`src/rtl/hazard_unit.sv`:
```
//==============================================================================
// Module   : hazard_unit
// Brief    : Forwarding-select generation, load-data stall and stall counter
//            for the 4-stage IF/ID/EX/WB pipeline.
// Revision : 1.0 - initial release
//==============================================================================
`default_nettype none

module hazard_unit #(
    parameter int CNT_W = 16
) (
    input  logic             clk,
    input  logic             rst_n,
    input  logic             id_valid,
    input  logic [4:0]       id_rs1,
    input  logic [4:0]       id_rs2,
    input  logic             id_uses_rs1,
    input  logic             id_uses_rs2,
    input  logic [4:0]       id_rd,
    input  logic             id_regwrite,
    input  logic             id_memtoreg,
    input  logic             flush,
    input  logic             dmem_ready,
    output logic [1:0]       rs1_hazard,
    output logic [1:0]       rs2_hazard,
    output logic             stall,
    output logic             ex_valid,
    output logic             wb_valid,
    output logic [4:0]       wb_rd,
    output logic             wb_regwrite,
    output logic [CNT_W-1:0] stall_cnt
);

    typedef enum logic [0:0] {
        ST_RUN      = 1'b0,
        ST_WAIT_MEM = 1'b1
    } state_t;

    localparam logic [1:0] SEL_RF     = 2'b00;
    localparam logic [1:0] SEL_RESULT = 2'b01;
    localparam logic [1:0] SEL_MEM    = 2'b10;

    state_t           state_q, state_d;
    logic             ex_valid_q, ex_valid_d;
    logic [4:0]       ex_rd_q, ex_rd_d;
    logic             ex_regwrite_q, ex_regwrite_d;
    logic             ex_memtoreg_q, ex_memtoreg_d;
    logic             wb_valid_q, wb_valid_d;
    logic [4:0]       wb_rd_q, wb_rd_d;
    logic             wb_regwrite_q, wb_regwrite_d;
    logic             wb_memtoreg_q, wb_memtoreg_d;
    logic [1:0]       rs1_sel_q, rs1_sel_d;
    logic [1:0]       rs2_sel_q, rs2_sel_d;
    logic [CNT_W-1:0] cnt_q, cnt_d;
    logic             w_id_take;

    // The EX occupant is the producer that sits in WB once the ID consumer reaches EX.
    function automatic logic [1:0] fwd_sel(
        input logic       uses,
        input logic [4:0] rs,
        input logic       p_valid,
        input logic       p_regwrite,
        input logic       p_memtoreg,
        input logic [4:0] p_rd
    );
        logic [1:0] sel;
        sel = SEL_RF;
        if (p_valid && p_regwrite && (p_rd != 5'd0) && uses && (rs == p_rd))
            sel = p_memtoreg ? SEL_MEM : SEL_RESULT;
        return sel;
    endfunction

    assign stall     = wb_valid_q & wb_memtoreg_q & ~dmem_ready;
    assign w_id_take = id_valid & ~flush;

    always_comb begin
        state_d       = state_q;
        ex_valid_d    = ex_valid_q;
        ex_rd_d       = ex_rd_q;
        ex_regwrite_d = ex_regwrite_q;
        ex_memtoreg_d = ex_memtoreg_q;
        wb_valid_d    = wb_valid_q;
        wb_rd_d       = wb_rd_q;
        wb_regwrite_d = wb_regwrite_q;
        wb_memtoreg_d = wb_memtoreg_q;
        rs1_sel_d     = rs1_sel_q;
        rs2_sel_d     = rs2_sel_q;
        cnt_d         = cnt_q;

        case (state_q)
            ST_RUN:      if (stall)  state_d = ST_WAIT_MEM;
            ST_WAIT_MEM: if (!stall) state_d = ST_RUN;
            default:     state_d = ST_RUN;
        endcase

        if (stall) begin
            if (cnt_q != {CNT_W{1'b1}})
                cnt_d = cnt_q + CNT_W'(1);
        end else begin
            wb_valid_d    = ex_valid_q;
            wb_rd_d       = ex_rd_q;
            wb_regwrite_d = ex_regwrite_q;
            wb_memtoreg_d = ex_memtoreg_q;

            ex_valid_d    = w_id_take;
            ex_rd_d       = w_id_take ? id_rd : 5'd0;
            ex_regwrite_d = w_id_take & id_regwrite;
            ex_memtoreg_d = w_id_take & id_memtoreg;

            rs1_sel_d = SEL_RF;
            rs2_sel_d = SEL_RF;
            if (w_id_take) begin
                rs1_sel_d = fwd_sel(id_uses_rs1, id_rs1, ex_valid_q, ex_regwrite_q,
                                    ex_memtoreg_q, ex_rd_q);
                rs2_sel_d = fwd_sel(id_uses_rs2, id_rs2, ex_valid_q, ex_regwrite_q,
                                    ex_memtoreg_q, ex_rd_q);
            end
        end
    end

    always_ff @(posedge clk) begin
        if (!rst_n) begin
            state_q       <= ST_RUN;
            ex_valid_q    <= 1'b0;
            ex_rd_q       <= 5'd0;
            ex_regwrite_q <= 1'b0;
            ex_memtoreg_q <= 1'b0;
            wb_valid_q    <= 1'b0;
            wb_rd_q       <= 5'd0;
            wb_regwrite_q <= 1'b0;
            wb_memtoreg_q <= 1'b0;
            rs1_sel_q     <= SEL_RF;
            rs2_sel_q     <= SEL_RF;
            cnt_q         <= '0;
        end else begin
            state_q       <= state_d;
            ex_valid_q    <= ex_valid_d;
            ex_rd_q       <= ex_rd_d;
            ex_regwrite_q <= ex_regwrite_d;
            ex_memtoreg_q <= ex_memtoreg_d;
            wb_valid_q    <= wb_valid_d;
            wb_rd_q       <= wb_rd_d;
            wb_regwrite_q <= wb_regwrite_d;
            wb_memtoreg_q <= wb_memtoreg_d;
            rs1_sel_q     <= rs1_sel_d;
            rs2_sel_q     <= rs2_sel_d;
            cnt_q         <= cnt_d;
        end
    end

    assign rs1_hazard  = rs1_sel_q;
    assign rs2_hazard  = rs2_sel_q;
    assign ex_valid    = ex_valid_q;
    assign wb_valid    = wb_valid_q;
    assign wb_rd       = wb_rd_q;
    assign wb_regwrite = wb_valid_q & wb_regwrite_q;
    assign stall_cnt   = cnt_q;

endmodule

`default_nettype wire

```
`config.mk`:
```
export PLATFORM = sky130hd
export DESIGN_NAME = hazard_unit
export DESIGN_NICKNAME = d
export VERILOG_FILES = /design/src/rtl/hazard_unit.sv
export SDC_FILE = /design/constraint.sdc
export NUM_CORES = 1
export LEC_CHECK = 0
export ABC_CLOCK_PERIOD_IN_PS = 2700
export CELL_PAD_IN_SITES_DETAIL_PLACEMENT = 0
export CELL_PAD_IN_SITES_GLOBAL_PLACEMENT = 1
export CORE_MARGIN = 2
export CORE_UTILIZATION = 38
export CTS_BUF_LIST = sky130_fd_sc_hd__clkbuf_2
export CTS_CLUSTER_SIZE = 8
export DETAILED_ROUTE_END_ITERATION = 12
export PLACE_DENSITY = 0.91
export RECOVER_POWER = 50
export SLEW_MARGIN = 20
export SYNTH_ARGS = -nofsm -noshare
export SYNTH_HDL_FRONTEND = slang
export SYNTH_SLANG_ARGS = --single-unit
```
`constraint.sdc`:
```
create_clock -name clk -period 2.7 [get_ports clk]
set_input_delay 0.54 -clock clk [delete_from_list [all_inputs] [get_ports clk]]
set_output_delay 0.54 -clock clk [all_outputs]
set_load 0.01 [all_outputs]
```
# Word-level counts from Yosys, hierarchy flattened

Index checks and enable logic that the tools add are counted.

Bits in registers: 36
Bits of input ports: 24
Output and inout port bits: 29
Word-level logic and storage cells: 37

Add/sub/neg operators: 1
Equality and inequality tests: 3
Mux-type cells: 6
Bitwise logic cells: 8
Reduce and logical (&&, ||, !) cells: 8

Operator list:

| cell                                           | count |
|---|---|
| adder 16 x 1 -> 16 bit (second input constant) | 1 |
| != test 16 bit (second input constant)         | 1 |
| equality test 5 bit                            | 2 |
| two-way mux 2 bit                              | 5 |
| bitwise AND 1 bit                              | 6 |
| logical AND 1 bit                              | 6 |
| two-way mux 5 bit                              | 1 |
| nonzero test 5 bit                             | 1 |
| NOT 1 bit                                      | 2 |
| AND reduction 2 bit                            | 1 |

# Logic depth before layout (Yosys ltp)

Gate-level depths: netlist of the first run.

Depth in word-level cells: 6
Mapped depth: 5
Depth with buffers taken out: 5

# Worst setup path before layout of the first run

No wires, ideal clock.

Path kind: input to output
Start point: in dmem_ready
End point: out stall
Data arrival time: 1.210 ns
Required time: 2.160 ns
Slack: 0.950 ns
Stages: 3
Path buffers: 1
Cells stage by stage: nand3b_1 -> inv_2 -> buf_1

Word-level cells in the longest chain between the ends: 2

Ends and longest elaborated chain:

| item              | RTL line | RTL |
|---|---|---|
| start, declared   | 23       | `input logic dmem_ready,` |
| NOT 1 bit         | 73       | `assign stall = wb_valid_q & wb_memtoreg_q & ~dmem_ready;` |
| bitwise AND 1 bit | 73       |  |
| end, declared     | 26       | `output logic stall,` |

Every way passes these cells.

# Worst setup path after layout of the first run

Ends and elaborated chain as after synthesis.

==> flow_metrics.env, run 1 <==
export IMPL_status="completed"
export IMPL_finalClockSkew_ps=9.64
export IMPL_setup_tns_ps=0
export IMPL_clk_path_buf_depth=2
export IMPL_slew_viol_final=0
export IMPL_fin_cells=300
export IMPL_grt_start_max_net_pins=23
export IMPL_via_per_inst=5.38
export IMPL_grt_setup_unrepaired="false"
export IMPL_post_cts_setup_buffers=0
export IMPL_synth_edff_count=0
export IMPL_grt_pass1_wl_um=6970
export IMPL_ys_seq_area_share_pct=42.5
export IMPL_avgRoutedWirePerCell_um=13.8
export IMPL_worst_r2r_cell_count=6
export IMPL_worst_pin_slew_ps=681
export IMPL_path_cells="clkdlybuf4s50_1 -> nand3b_1 -> inv_1 -> clkdlybuf4s50_1"
export IMPL_fp_dieW_um=70.8
export IMPL_synth_area_per_cell_um2=8.98
export IMPL_htreeDepth=2
export IMPL_peakVddDrop_mv=0.239
export IMPL_yosysTopAreaCell="dfxtp_1"
export IMPL_critPathCaptureType="output port"
export IMPL_setup_viol=0
export IMPL_p_leak_nw=0.798
export IMPL_hold_path_end="wb_regwrite_q"
export IMPL_dp_cells=293
export IMPL_post_cts_resized=0
export IMPL_dieArea_um2=5020
export IMPL_drcViolationCount=0
export IMPL_reg2reg_from="wb_valid"
export IMPL_die_h_um=70.8
export IMPL_yosysWarnings=0
export IMPL_crit_arrival_ps=1820
export IMPL_drt_initial_drc_count=118
export IMPL_ys_types=44
export IMPL_yosys_cell_count_top_type="dfxtp_1"
export IMPL_syn_instance_count=189
export IMPL_ant_nets=0
export IMPL_critPathMaxFanout=2
export IMPL_cp_data_required_time_ps=2160
export IMPL_hpwlAfterDp_um=3050
export IMPL_row_count=24
export IMPL_min_from="wb_regwrite_q"
export IMPL_synth_ff_type="dfxtp_1"
export IMPL_fin_crit_sh_pct=87.3
export IMPL_syn_num_nets=214
export IMPL_antenna_found_initial=0
export IMPL_powerDensity_nw_per_um2=372
export IMPL_track_usage_pct=17.2
export IMPL_cp_start_kind="primary input"
export IMPL_drive_gt1_share_pct=6.05
export IMPL_synth_area_um2=1700
export IMPL_crit_type="primary input to output port"
export IMPL_r2r_end="ex_regwrite_q"
export IMPL_core_um2=4320
export IMPL_path_clk_slew_ps=170
export IMPL_synthArstFlopShare_pct=0
export IMPL_ctsHoldBuffers=0
export IMPL_max_freq_mhz=424
export IMPL_cts_buffers=5
export IMPL_cts_tree="built"
export IMPL_critPathTopFamily="buffers and inverters"
export IMPL_grt_ovfl_total=0
export IMPL_start_util_pct=39.2
export IMPL_clock_sinks=36
export IMPL_place_gp_congestion=0.761
export IMPL_cpMaxStageDelayCell="clkdlybuf4s50_1"
export IMPL_r2r_slack_ps=630
export IMPL_syn_to_final_growth_pct=36.4
export IMPL_cts_root_buffer="clkbuf_2"
export IMPL_crit_top_cell="clkdlybuf4s50_1"
export IMPL_slew_headroom_pct=54.6
export IMPL_whs_path_depth=2
export IMPL_ys_ff_latch=36
export IMPL_wirelength_um=4150
export IMPL_clk_latency_ps=380
export IMPL_synth_area_top_cells="dfxtp_1, xnor2_1, a21oi_1, nand2_1, nor2_1"
export IMPL_maxCapViolCount=0
export IMPL_grt_pass1_vias=1515
export IMPL_port_buffer_count=52
export IMPL_vias=1615
export IMPL_min_period_ps=2360
export IMPL_dr_pass1_iters=4
export IMPL_synth_top_area_share_pct=42.5
export IMPL_pin_count=53
export IMPL_yosys_top_cells_count="dfxtp_1, nand2_1, a21oi_1, nor2_1, xnor2_1"
export IMPL_diodes=0
export IMPL_nets=273
export IMPL_hold_viol=0
export IMPL_hold_path_class="register to register"
export IMPL_crit_buf_inv=3
export IMPL_critPathMaxStageDelay_ps=540
-- routing by layer --
metal  track usage (%)  wire (um)  vias up
li1                  -          -      815
met1              23.1       1940      741
met2              26.7       1920       51
met3              4.99        228        8
met4              5.87         63        0
met5                 0          0        -
-- layout make-up --
| cell class | instances | area [um^2] |
|---|---|---|
| Timing Repair Buffer | 58 | 558 |
| Tap cell | 52 | 65.1 |
| Clock buffer | 5 | 25.0 |
| Sequential cell | 36 | 721 |
| Inverter | 5 | 18.8 |
| Fill cell | 437 | 2010 |
| Clock inverter | 2 | 7.51 |
| Multi-Input combinational cell | 142 | 920 |
-- how the worst max path moves through the flow --
stage	start	depth (start not counted)	end	slack (ps)
floorplan	dmem_ready	3	stall	950
global placement	dmem_ready	4	stall	350
detailed placement	dmem_ready	4	stall	370
CTS	dmem_ready	4	stall	350
global route	dmem_ready	7	stall_cnt[12]	170
finish	dmem_ready	4	stall	340
-- state kept, by name, summed over array words and instances, names as in the netlist --
name,cells
wb_valid,1
stall_cnt,16
rs2_hazard,2
rs1_hazard,2
wb_regwrite_q,1
ex_rd_q,5
ex_regwrite_q,1
wb_rd,5
ex_memtoreg_q,1
wb_memtoreg_q,1
ex_valid,1
-- logic make-up (layout without fill, tap and decap cells) --
kind of cell    Yosys count  count (layout)  synth area share [%]
flops                    36              36                  42.5
mux                       4               4                  2.36
compound gates           41              41                  16.2
xor+xnor                 10              10                  5.16
buf+inv                  11              70                  2.43
simple gates             86              86                  30.6
fa+ha+maj                 1               1                 0.737
-- tightest hold or removal path, stage by stage, from the launching register on --
cell     delay, ps
dfxtp_1        340
nand2_1         50
a21oi_1         50
-- cells in the final DEF, fill, tap and decap left out, types with 2 or more instances in the layout --
cell	synthesis	layout
clkdlybuf4s50_1	0	49
nand3b_1	3	3
nand4_1	8	9
clkbuf_1	5	2
a22oi_1	7	7
nor3_1	6	6
nand2b_1	4	4
or3_1	2	2
nor2_1	16	16
and4b_1	2	2
inv_1	3	4
o21ai_0	3	3
and3_1	2	2
or4_1	4	4
clkinv_1	1	3
o41ai_1	2	2
a211oi_1	2	2
buf_4	0	4
clkbuf_2	0	5
nand3_1	5	5
mux2i_1	4	4
nand2_1	19	20
a32o_1	4	4
dlygate4sd3_1	0	3
dfxtp_1	36	36
and2_1	3	3
a21oi_1	17	17
xnor2_1	10	10
-- power breakdown --
group,total (W),internal (W),switching (W)
combinational,0.0000810,0.0000508,0.0000302
sequential,0.000544,0.000538,0.00000665
clock,0.000235,0.0000534,0.000181
total,0.000860,0.000642,0.000218
-- stage by stage --
stage,power (W),utilization (%),area (um^2),worst slack (ps),hold WS (ps)
after floorplan,0.000585,-,1700,950,427
after global placement,0.000636,53.3,2300,351,437
after detailed placement,0.000637,53.3,2300,368,447
after CTS,0.000868,54.1,2340,352,466
after global routing,0.000889,53.5,2310,165,492
final,0.000860,53.5,2310,342,467
Note: power is estimated with default switching activity, not from simulation.
==> inputs of run 2 (changes only) <==
ABC_CLOCK_PERIOD_IN_PS = 1900   (was 2700)
CORE_UTILIZATION = 32   (was 38)
PLACE_DENSITY = 0.82   (was 0.91)
clock period = 1.9 ns   (was 2.7 ns; I/O delays follow)
==> flow_metrics.env, run 2 (synthesized netlist as in run 1, its figures left out) <==
export IMPL_cp_start_kind="register"
export IMPL_drt_initial_drc_count=83
export IMPL_drcViolationCount=0
export IMPL_max_freq_mhz=549
export IMPL_status="completed"
export IMPL_cpMaxStageDelayCell="clkdlybuf4s50_1"
export IMPL_final_common_cell="clkdlybuf4s50_1"
export IMPL_layout_common_cells="clkdlybuf4s50_1, dfxtp_1, nand2_1, a21oi_1, nor2_1"
export IMPL_worst_pin_slew_ps=697
export IMPL_min_period_ps=1820
export IMPL_cts_tree="built"
export IMPL_clock_sinks=36
export IMPL_p_int_w=0.00106
export IMPL_dr_pass1_iters=4
export IMPL_avgRoutedWirePerCell_um=13.8
export IMPL_slew_viol_final=0
export IMPL_grt_setup_unrepaired="false"
export IMPL_grt_ovfl_total=0
export IMPL_maxCapViolCount=0
export IMPL_setup_viol=0
export IMPL_critPathMaxFanout=8
export IMPL_wirelength_um=4470
export IMPL_p_comb_share_pct=8.3
export IMPL_vias=1678
export IMPL_cts_buffers=5
export IMPL_p_sw_share_pct=22.3
export IMPL_crit_type="register to output port"
export IMPL_peakVddDrop_mv=0.316
export IMPL_critPathTopFamily="buffers and inverters"
export IMPL_place_gp_congestion=0.805
export IMPL_hold_viol=0
export IMPL_largest_register_ffs=16
export IMPL_finalClockSkew_ps=23.3
export IMPL_ant_nets=0
export IMPL_hpwlAfterDp_um=3380
export IMPL_clk_path_buf_depth=2
export IMPL_p_sw_w=0.000305
export IMPL_port_buffer_count=52
export IMPL_syn_to_final_growth_pct=41.9
export IMPL_diodes=0
export IMPL_grt_start_max_net_pins=19
export IMPL_core_um2=5110
export IMPL_p_clk_share_pct=35.1
export IMPL_crit_buf_inv=1
export IMPL_dieArea_um2=5900
export IMPL_fin_crit_sh_pct=96.0
export IMPL_finalPower_w=0.00137
export IMPL_p_leak_nw=0.854
export IMPL_pwr_share_seq_pct=56.6
export IMPL_cp_data_required_time_ps=1520
export IMPL_crit_arrival_ps=1440
export IMPL_via_per_inst=5.20
export IMPL_critPathMaxStageDelay_ps=580
export IMPL_track_usage_pct=16.0
export IMPL_fp_dieW_um=76.8
export IMPL_path_cells="clkdlybuf4s50_1"
export IMPL_htreeDepth=2
export IMPL_slew_headroom_pct=53.6
export IMPL_fill_cells=509
export IMPL_drive_gt1_share_pct=10.7
export IMPL_grt_pass1_wl_um=7690
export IMPL_antenna_found_initial=0
export IMPL_die_h_um=76.8
export IMPL_start_util_pct=33.2
export IMPL_row_count=26
export IMPL_pin_count=53
export IMPL_hold_path_class="register to register"
export IMPL_cts_root_buffer="clkbuf_2"
export IMPL_grt_pass1_vias=1646
export IMPL_path_clk_slew_ps=190
export IMPL_critPathCaptureType="output port"
export IMPL_hold_ws_ps=470
export IMPL_nets=277
export IMPL_clk_latency_ps=360
export IMPL_powerDensity_nw_per_um2=567
[run 2: changes by cell type in the layout (fill, tap and decap cells not counted), moves of 2 or more]
cell	before	now
buf_4	4	8
clkdlybuf4s50_1	49	45
clkinv_1	3	1
dfxtp_1	36	33
dfxtp_2	0	2
dlygate4sd3_1	3	6
[run 2: layer usage]
metal	wire length, um	up-vias	part of all wire (%)	global-route usage [%]
met5	0	-	0	0
met4	51	0	1.1	5.27
met3	249	4	5.6	4.47
met2	2160	51	48	27.0
met1	2010	798	45	19.4
li1	-	825	-	-
[run 2: what timing repair did]
item | CTS | global route
cloned | 0 | 0
pin swaps | 0 | 1
setup endpoints to repair | 1 | 9
hold buffers | 0 | 0
setup buffers | 0 | 1
resized for setup | 1 | 5
[run 2: through the flow]
step	setup slack (ps)	cell area (um^2)	TNS, ps	cells	util [%]
final	76.9	2410	0	323	47.1
after global routing	1.86	2410	0	323	47.1
after CTS	23.3	2410	0	322	47.3
after detailed placement	-149	2350	-911	314	46.0
after global placement	-146	2350	-662	314	46.0
after floorplan	318	1700	0	189	-
[run 2: final cells by class]
type                            instances  area [um^2]  share of cell area (%)
Tap cell                               70         87.6                    3.64
Clock buffer                            6         30.0                    1.25
Clock inverter                          2         35.0                    1.46
Multi-Input combinational cell        142          922                    38.3
Timing Repair Buffer                   62          587                    24.4
Sequential cell                        36          727                    30.2
Inverter                                5         18.8                   0.780
[run 2: power by group through the flow]
stage | logic (W) | registers, W | clock network (W)
finish | 0.000113 | 0.000773 | 0.000479
global route | 0.000125 | 0.000775 | 0.000524
CTS | 0.000119 | 0.000774 | 0.000494
detailed placement | 0.000119 | 0.000789 | 0
global placement | 0.000117 | 0.000789 | 0
floorplan | 0.0000439 | 0.000788 | 0
[run 2: worst paths after layout]
kind,endpoint,start,slack (ps),cells after the start
worst min register to register,wb_rd[0],wb_rd[0],470,2
worst max register to register,stall_cnt[3],stall_cnt[0],120,6
worst min-delay path,wb_rd[0],wb_rd[0],470,2
worst max-delay path,stall_cnt[8],stall_cnt[8],80,1
